`config.mk`:
```
export PLATFORM = sky130hd
export DESIGN_NAME = stage_sequencer
export DESIGN_NICKNAME = d
export VERILOG_FILES = /design/src/rtl/stage_sequencer.sv
export SDC_FILE = /design/constraint.sdc
export NUM_CORES = 1
export LEC_CHECK = 0
export ABC_AREA = 1
export BUFFER_PORTS_ARGS = -buffer_cell sky130_fd_sc_hd__buf_2
export CAP_MARGIN = 30
export CORE_UTILIZATION = 40
export CTS_BUF_LIST = sky130_fd_sc_hd__clkbuf_2
export DETAILED_ROUTE_END_ITERATION = 16
export PLACE_DENSITY = 0.66
export SYNTH_ARGS = -nofsm -noshare
export SYNTH_HDL_FRONTEND = slang
export SYNTH_SLANG_ARGS = --single-unit
```
`constraint.sdc`:
```
create_clock -name clk -period 3.2 [get_ports clk]
set_input_delay 0.64 -clock clk [delete_from_list [all_inputs] [get_ports clk]]
set_output_delay 0.64 -clock clk [all_outputs]
set_load 0.03 [all_outputs]
```
`src/rtl/stage_sequencer.sv`:
```
// Machine-cycle sequencer: program load, fetch/decode/execute
// stepping, and run/halt/single-step control at instruction boundaries.
module stage_sequencer #(
  parameter int ADDR_W     = 8,
  parameter int PMEM_DEPTH = 256,
  parameter int INSTR_W    = 12
) (
  input  logic               clk,
  input  logic               rst,
  input  logic               load_valid,
  input  logic [INSTR_W-1:0] load_data,
  input  logic               load_last,
  output logic               load_ready,
  output logic               pmem_load_we,
  output logic [ADDR_W-1:0]  pmem_load_addr,
  output logic [INSTR_W-1:0] pmem_load_data,
  input  logic               run_en,
  input  logic               step_req,
  input  logic               halt_req,
  input  logic               reload_req,
  output logic [1:0]         stage,
  output logic               stage_valid,
  output logic               pc_clr,
  output logic               load_full,
  output logic [15:0]        instr_count
);

  typedef enum logic [2:0] {
    S_LOAD,
    S_FETCH,
    S_DECODE,
    S_EXEC,
    S_HALT
  } state_t;

  localparam logic [ADDR_W-1:0] ADDR_LAST =
    ADDR_W'(PMEM_DEPTH - 1);

  state_t            state;
  logic [ADDR_W-1:0] addr;
  logic              step_q;
  logic              accept;
  logic              go;
  logic              at_end;

  assign load_ready     = (state == S_LOAD);
  assign accept         = load_valid & load_ready;
  assign pmem_load_we   = accept;
  assign pmem_load_addr = addr;
  assign pmem_load_data = load_data;
  assign stage_valid    = (state != S_HALT);
  assign go             = run_en & ~halt_req;
  assign at_end         = (addr == ADDR_LAST);

  always_comb begin
    stage = 2'b11;
    case (state)
      S_LOAD:   stage = 2'b00;
      S_FETCH:  stage = 2'b01;
      S_DECODE: stage = 2'b10;
      default:  stage = 2'b11;
    endcase
  end

  always_ff @(posedge clk or posedge rst) begin
    if (rst) begin
      state       <= S_LOAD;
      addr        <= '0;
      pc_clr      <= 1'b0;
      load_full   <= 1'b0;
      instr_count <= '0;
      step_q      <= 1'b0;
    end else begin
      pc_clr <= 1'b0;
      case (state)
        S_LOAD: begin
          if (accept) begin
            if (load_last || at_end) begin
              addr   <= '0;
              pc_clr <= 1'b1;
              state  <= go ? S_FETCH : S_HALT;
              if (!load_last) load_full <= 1'b1;
            end else begin
              addr <= addr + 1'b1;
            end
          end
        end
        S_FETCH:  state <= S_DECODE;
        S_DECODE: state <= S_EXEC;
        S_EXEC: begin
          instr_count <= instr_count + 16'd1;
          if (halt_req || !run_en || step_q) begin
            state  <= S_HALT;
            step_q <= 1'b0;
          end else begin
            state <= S_FETCH;
          end
        end
        S_HALT: begin
          // reload beats step beats free-run
          if (reload_req) begin
            state     <= S_LOAD;
            addr      <= '0;
            load_full <= 1'b0;
          end else if (step_req) begin
            state  <= S_FETCH;
            step_q <= 1'b1;
          end else if (go) begin
            state <= S_FETCH;
          end
        end
        default: state <= S_LOAD;
      endcase
    end
  end

endmodule

```
; Word-level counts from Yosys, hierarchy flattened
; Cells that the tools add are included.
[totals]
wordCells = 61
regBits = 30
out_inout_bits = 43
in_bits = 20
[op_classes]
reduce_logical = 11
eq_ne = 14
bitwise_logic = 3
mux = 25
add_sub_neg = 2
[op_table]
columns = operator, n
row1 = 8-bit two-way mux, 3
row2 = 3-bit two-way mux, 7
row3 = 16-bit by 1-bit adder with 16-bit output (second input constant), 1
row4 = 8-bit case mux with 2 select lines, 1
row5 = 3-bit case mux with 5 select lines, 1
row6 = 1-bit two-way mux, 10
row7 = 2-bit inequality test (second input constant), 5
row8 = 8-bit by 1-bit adder with 8-bit output (second input constant), 1
row9 = 8-bit equality test (second input constant), 1
row10 = 3-bit by 2-bit equality test with 1-bit output (second input constant), 2
row11 = 2-bit case mux with 3 select lines, 1
row12 = 3-bit AND reduction, 2
row13 = 5-bit AND reduction, 1
row14 = 2-bit by 1-bit inequality test with 1-bit output (second input constant), 2
row15 = 4-bit inequality test (second input constant), 1
row16 = 1-bit case mux with 2 select lines, 2
row17 = 4-bit AND reduction, 1
row18 = 2-bit nonzero test, 2
row19 = 3-bit by 1-bit equality test with 1-bit output (second input constant), 1
row20 = 3-bit equality test (second input constant), 1
row21 = 3-bit logical NOT, 1
row22 = 1-bit logical OR, 3
row23 = 3-bit inequality test (second input constant), 1
row24 = 1-bit bitwise AND, 2
row25 = 2 further kinds, 2

; Longest topological paths before layout
; Gate-level depths: netlist of run 1.
[logic_depth]
ltp_word = 6
mapped_depth = 8
ltp_nobuf = 8

; Worst setup path before layout of run 1
; No wires, ideal clock.
[synth_path]
kind = input to output
from = input port load_valid
to = output port pmem_load_we
stages = 2
t_arrival_ns = 0.937
slack_ns = 1.623
path_cell_list = nand3_2 inv_1
[synth_via]
elab_chain_cells = 1
[synth_lines]
columns = element, line_no
row1 = start: declaration, 10  ; input logic load_valid,
row2 = 1-bit bitwise AND, 47  ; assign accept = load_valid & load_ready;
row3 = end: declaration, 14  ; output logic pmem_load_we,
; No other way between the ends.

; Final worst setup path of run 1
[layout_path]
from = register state[1]
to = output port load_ready
[layout_via]
elab_chain_cells = 1
[layout_lines]
columns = element, line_no
row1 = start: declaration, 39  ; state_t state;
row2 = start signal: assignment, 81  ; state <= go ? S_FETCH : S_HALT;
row3 = 3-bit logical NOT, 46  ; assign load_ready = (state == S_LOAD);
row4 = end: declaration, 13  ; output logic load_ready,
; No other way between the ends.

==> results.md, run 1 <==
- Leakage: between 1 and 1.5 nW
- Skew final: around 0.017 ns
- Worst vdd ir: between 0.0002 and 0.0003 V
- Sw Ratio: 0.459
- Crit Path Max Fanout: 5
- Tcrit/Tclk final: 0.666
- Seq pwr share: 0.426
- Drt drc: 0
- Routed Antenna Nets: 0
- DRT met1 WL: between 1500 and 2000 µm
- Layout cells sized above 1: 0.226
- Area grow syn2layout: 10.7%
- Fill cells: around 440
- Syn Area/Cell: 7.53 µm²
- Initial antenna violation count: 0
- Final core occ: 0.477
- Final setup viols: 0
- Die area: 4730 µm²
- Longest Clk Path Bufs: 2
- #FFs+latches synth: 30
- RSZ-0062 raised after global routing: no
- Syn nets: 259
- DRT Pass-1 Iters: 4
- CORE AREA: 4140 µm²
- Max incr delay on CP: 0.45 ns
- Worst-path clk slew: 0.16 ns
- Maximum clock rate: 469 MHz
- Setup_tns: 0 ns
- WL met3: between 150 and 200 µm
- Post-synthesis sequential area ratio: 0.420
- Status: completed
- Port Buffers: 38
- Met2 wire length: between 1500 and 2000 µm
- Yosys cell types: 23
- GPL Wtd Cong: approximately 0.77
- CTS sink cnt: 30
- Hold Violations, Final: 0
- Uppermost layer routed: met4
- Worst setup SP type: flip-flop
- Setup Crit Path Kind: reg -> out
- Switching pwr: 0.535 mW
- Most frequent cells in the layout: nand2_1, buf_2, inv_1
- H-tree levels: 2
- CP Buf/Inv Count: 2
- Sequential cell area: 751 µm²
- Syn Std Cell Area: between 1500 and 2000 µm²
- Crit-path slowest cell: dfrtp_1
- DPL Wire Length: 2620 µm
- Final WL: 3460 µm
- Worst slew pin tran: between 0.5 and 0.6 ns
- Vias per inst: between 4 and 5
- Crit. End Element: primary output
- Normalized max-slew margin: 0.607
- Area of the multi-input gates: 779 µm²
- Ant. Diodes: 0
- GRT Residual Overflow: 0
- Commonest non-fill, non-tap cell in the layout: nand2_1
- DR vias: about 1500
- WL per Instance: 10.8 µm
- I/O Pins: 63
- DRT iter0 DRCs: 112
- Via count of the first global-routing pass: 1449
- Comb pwr share: 0.416
- Setup Buffers After CTS: 0
- Post-cts resize count: 0
- First-pass GRT wire length: approximately 6100 µm
- Post-route minimum period: 2.13 ns
- PwrDens: 589 nW/µm²
- Worst-skew pair later-pin latency: 0.36 ns
- Syn Inst Count: 237
- Worst EP arrival: about 1.5 ns
- Worst-path cell chain: nor2_2, nand2_1, inv_1, buf_2
- Fin. max-slew vios: 0
- Fin nets: 291
- CTS tree: yes
- HP Class: in -> async
- Largest net degree at the start of global routing: 31
- Cell-internal power: approximately 0.63 mW
- Num rows: 23
- Worst path top cell family by delay: flip-flops
- # Max-Cap Violations: 0
- CP Data Required Time: ~2.6 ns
- All-Layer GR Usage: 0.177
- Root Buffer Master: clkbuf_2
- TritonCTS buffer count: 5
- Initial core utilization: 0.431
- Die Y: 68.8 µm
- Die width: 68.8 µm
- Ys Warns: 0
- Cts hold-fix bufs: 0
- Clock power share: 0.158
==> worst paths after layout <==
check	startpoint	to	slack, ns	depth (start not counted)
worst max-delay path	state[1]	load_ready	1.07	4
worst min-delay path	rst	load_full	0.32	3
max in group asynchronous	rst	step_q	2.59	3
worst min register to register	load_full	load_full	0.52	2
worst max register to register	state[1]	instr_count[5]	1.56	6
min in group clk	load_full	load_full	0.52	2
==> cells by family (layout without fill, tap and decap cells) <==
| family | after synthesis | in the layout | synth area share |
|---|---|---|---|
| and+or+nand+nor | 133 | 133 | 0.344 |
| DFF | 30 | 30 | 0.420 |
| xor gates and xnor gates | 10 | 10 | 0.0491 |
| adders and majority gates | 2 | 2 | 0.0140 |
| AOI/OAI and AO/OA | 9 | 9 | 0.0294 |
| buffers and inverters | 53 | 86 | 0.143 |
==> cell usage after synthesis <==
library cell  number  area, µm²
dfrtp_1           30        751
o21ai_0            4       20.0
nand3_4            1       17.5
inv_2              2       7.51
nor2_2             7       43.8
o21bai_1           1       7.51
nand4_1           11       68.8
nand3b_1           1       7.51
xor2_1             6       52.6
o21a_1             1       7.51
a21oi_1            2       10.0
ha_1               2       25.0
nand3_2            4       40.0
nor3_1             3       15.0
buf_6              1       11.3
nand3_1           17       85.1
nor2_1            25       93.8
xnor2_1            4       35.0
inv_1             37        139
o211ai_1           1       7.51
nand2_1           63        236
nand2_2            1       6.26
buf_4             13       97.6
==> registers in the layout, summed over array words and instances (netlist names) <==
name,cells
instr_count,16
step_q,1
state,3
pc_clr,1
pmem_load_addr,8
load_full,1
==> final cells by class <==
cell class,count,share of cell area
Multi-Input combinational cell,154,0.395
Sequential cell,30,0.380
Timing Repair Buffer,39,0.100
Inverter,39,0.0741
Tap cell,50,0.0317
Clock buffer,6,0.0152
Clock inverter,2,0.00443
==> metrics by stage <==
step                hold slack, ns  cells  worst slack [ns]  area, µm²  power, mW
finish                       0.319    320              1.07       1980       1.16
global route                 0.336    320             0.920       1980       1.26
CTS                          0.311    320              1.03       1980       1.18
detailed placement           0.489    312              1.44       1940      0.993
global placement             0.485    312              1.46       1940      0.984
floorplan                    0.482    237              1.62       1790      0.902
==> power by group through the flow <==
stage	Sequential [mW]	Combinational (mW)	Clock [mW]
floorplan	0.570	0.332	0
global placement	0.502	0.482	0
detailed placement	0.503	0.490	0
CTS	0.496	0.491	0.194
global route	0.506	0.542	0.208
finish	0.495	0.485	0.184
==> metal layers <==
metal | up-vias | track usage
li1 | 786 | -
met1 | 704 | 0.225
met2 | 28 | 0.286
met3 | 7 | 0.0444
met4 | 0 | 0.0714
met5 | - | 0
==> worst min-delay path, cell delays in order <==
cell and delay [ns]:
buf_2 0.09, inv_1 0.04, buf_4 0.34
(Power assumes the default switching activity.)
==> run 2, diff against run 1 <==
--- a/config.mk
+++ b/config.mk
@@ -11,7 +11,7 @@
 export CORE_UTILIZATION = 40
 export CTS_BUF_LIST = sky130_fd_sc_hd__clkbuf_2
 export DETAILED_ROUTE_END_ITERATION = 16
-export PLACE_DENSITY = 0.66
+export PLACE_DENSITY = 0.69
 export SYNTH_ARGS = -nofsm -noshare
 export SYNTH_HDL_FRONTEND = slang
 export SYNTH_SLANG_ARGS = --single-unit
==> constraint.sdc (replaced) <==
create_clock -name clk -period 1.9 [get_ports clk]
set_input_delay 0.38 -clock clk [delete_from_list [all_inputs] [get_ports clk]]
set_output_delay 0.38 -clock clk [all_outputs]
set_load 0.03 [all_outputs]
==> run 2 against run 1 <==
Effect of this change:
- final area increased by 0.76%
- highest routed layer unchanged
- sequential cell count unchanged
- wire length increased by 2.0%
==> results.md, run 2 (synthesis results as in run 1) <==
- Normalized max-slew margin: 0.746 (+0.139)
- Crit. End Element: primary output
- Most frequent cells in the layout: nand2_1, buf_2, inv_1
- Fin nets: 292 (+0.34%)
- Die Y: 68.8 µm (unchanged)
- Via count of the first global-routing pass: 1420 (-2.0%)
- Commonest non-fill, non-tap cell in the layout: nand2_1
- Worst R2R Setup Slack: 0.38 ns (-1.18 ns)
- GRT Residual Overflow: 0 (unchanged)
- Clock power share: 0.156 (-0.002)
- I/O Pins: 63 (unchanged)
- Cts hold-fix bufs: 0 (unchanged)
- Final setup viols: 0 (unchanged)
- HP Class: in -> async
- Top reg by flops: instr_count
- Num rows: 23 (unchanged)
- Routed Antenna Nets: 0 (unchanged)
- Worst EP arrival: 1.39 ns (-0.10 ns)
- All-Layer GR Usage: 0.171 (-0.00580)
- DRT Pass-1 Iters: 4 (unchanged)
- Final Power: 1.99 mW (+71%)
- Hold WS: 0.0767 ns (-0.243 ns)
- DPL Wire Length: 2660 µm (+1.6%)
- Initial core utilization: 0.431 (unchanged)
- Worst-path clk slew: 0.16 ns (about the same)
- Final WL: 3530 µm (+2.0%)
- # Max-Cap Violations: 0 (unchanged)
- Layout cells sized above 1: 0.236 (+0.0102)
- Setup Crit Path Kind: reg -> out
- Ant. Diodes: 0 (unchanged)
- Hold Violations, Final: 0 (unchanged)
- Max incr delay on CP: 0.47 ns (+0.02 ns)
- CP Data Required Time: 1.52 ns (-1.04 ns)
- Post-route minimum period: between 1.5 and 2 ns
- CTS tree: yes
- Reg-to-Reg Start: instr_count[0]
- Tcrit/Tclk final: 0.934
- Cell-internal power: 1.08 mW (+71%)
- Status: completed
- Number of flip-flops in the largest register: 16 (unchanged)
- First-pass GRT wire length: 5980 µm (-2.5%)
- Die area: 4730 µm² (unchanged)
- TritonCTS buffer count: 5 (unchanged)
- Crit-path slowest cell: dfrtp_1
- GPL Wtd Cong: 0.811 (+4.7%)
- Die width: 68.8 µm (unchanged)
- RSZ-0062 raised after global routing: no
- Seq pwr share: 0.426 (about the same)
- Switching pwr: 0.911 mW (+70%)
- Post-cts resize count: 1 (+1)
- Longest Clk Path Bufs: 2 (unchanged)
- CORE AREA: 4140 µm² (unchanged)
- Worst vdd ir: 0.000544 V (+87%)
- DR vias: 1545 (+1.3%)
- Worst R2R Path Depth: 8 (+2)
- R2R Path End: instr_count[14]
- Fin. max-slew vios: 0 (unchanged)
- Maximum clock rate: 564 MHz
- Comb pwr share: 0.417 (about the same)
- Worst-path cell chain: nor2_4, nand2_1, inv_2, clkbuf_4
- WL per Instance: 11.0 µm (+1.6%)
- Initial antenna violation count: 0 (unchanged)
- PwrDens: 998 nW/µm² (+69%)
- Largest net degree at the start of global routing: 31 (unchanged)
- CTS sink cnt: 30 (unchanged)
- DRT iter0 DRCs: 110 (-1.8%)
- Sw Ratio: 0.458 (-0.000897)
- Leakage: 1.10 nW (+0.56%)
- Worst-skew pair later-pin latency: 0.35 ns (about the same)
- Vias per inst: 4.81 (+1.0%)
- Setup_tns: 0 ns (unchanged)
- Skew final: 0.00980 ns (-0.00700 ns)
- Port Buffers: 38 (unchanged)
- Worst setup SP type: flip-flop
- Root Buffer Master: clkbuf_2
- Worst slew pin tran: 0.381 ns (-0.208 ns)
- Final core occ: 0.480 (+0.00362)
- Setup Buffers After CTS: 0 (unchanged)
- Crit Path Max Fanout: 5 (unchanged)
- Drt drc: 0 (unchanged)
- H-tree levels: 2 (unchanged)
- Area grow syn2layout: 11.5%
run 2: routing by layer:
| metal | GRT usage | share of wire | vias up |
|---|---|---|---|
| met5 | 0 | 0 | - |
| met4 | 0.0765 | 0.016 | 0 |
| met3 | 0.0461 | 0.053 | 7 |
| met2 | 0.271 | 0.46 | 42 |
| met1 | 0.217 | 0.47 | 704 |
| li1 | - | - | 792 |
run 2: how the worst max path moves through the flow:
stage	to	slack, ns	startpoint
after detailed placement	pmem_load_addr[7]	0.40	pmem_load_addr[0]
after global routing	load_ready	0.01	state[1]
after CTS	load_ready	0.04	state[1]
after floorplan	pmem_load_addr[5]	0.34	pmem_load_addr[0]
final	load_ready	0.13	state[1]
after global placement	load_ready	0.44	state[1]
run 2: worst max-delay path, delay by kind of cell (launching register included):
family	cells	cell delay [ns]
simple gates	2	0.29
buf+inv	2	0.29
flops	1	0.47
run 2: cell type report:
cell class / instances / area, µm²
repair buffers: 40 / 208
flip-flops and latches: 30 / 751
fillers: 435 / 2150
inverters: 39 / 146
well taps: 50 / 62.6
clock buffers: 6 / 30.0
clock inverters: 2 / 8.76
multi-input cells: 154 / 785
run 2: stage by stage:
step,instances,cell area [µm²],setup slack (ns)
2_1_floorplan,237,1790,0.340
3_3_place_gp,313,1940,0.441
3_5_place_dp,313,1940,0.401
4_1_cts,321,1990,0.0377
5_1_grt,321,1990,0.0121
6_report,321,1990,0.126
run 2: power by group through the flow:
stage	Clock (mW)	Sequential [mW]	Combinational [mW]
3_5_place_dp	0	0.851	0.821
5_1_grt	0.347	0.861	0.923
4_1_cts	0.331	0.844	0.829
3_3_place_gp	0	0.844	0.814
6_report	0.311	0.847	0.829
2_1_floorplan	0	0.960	0.559
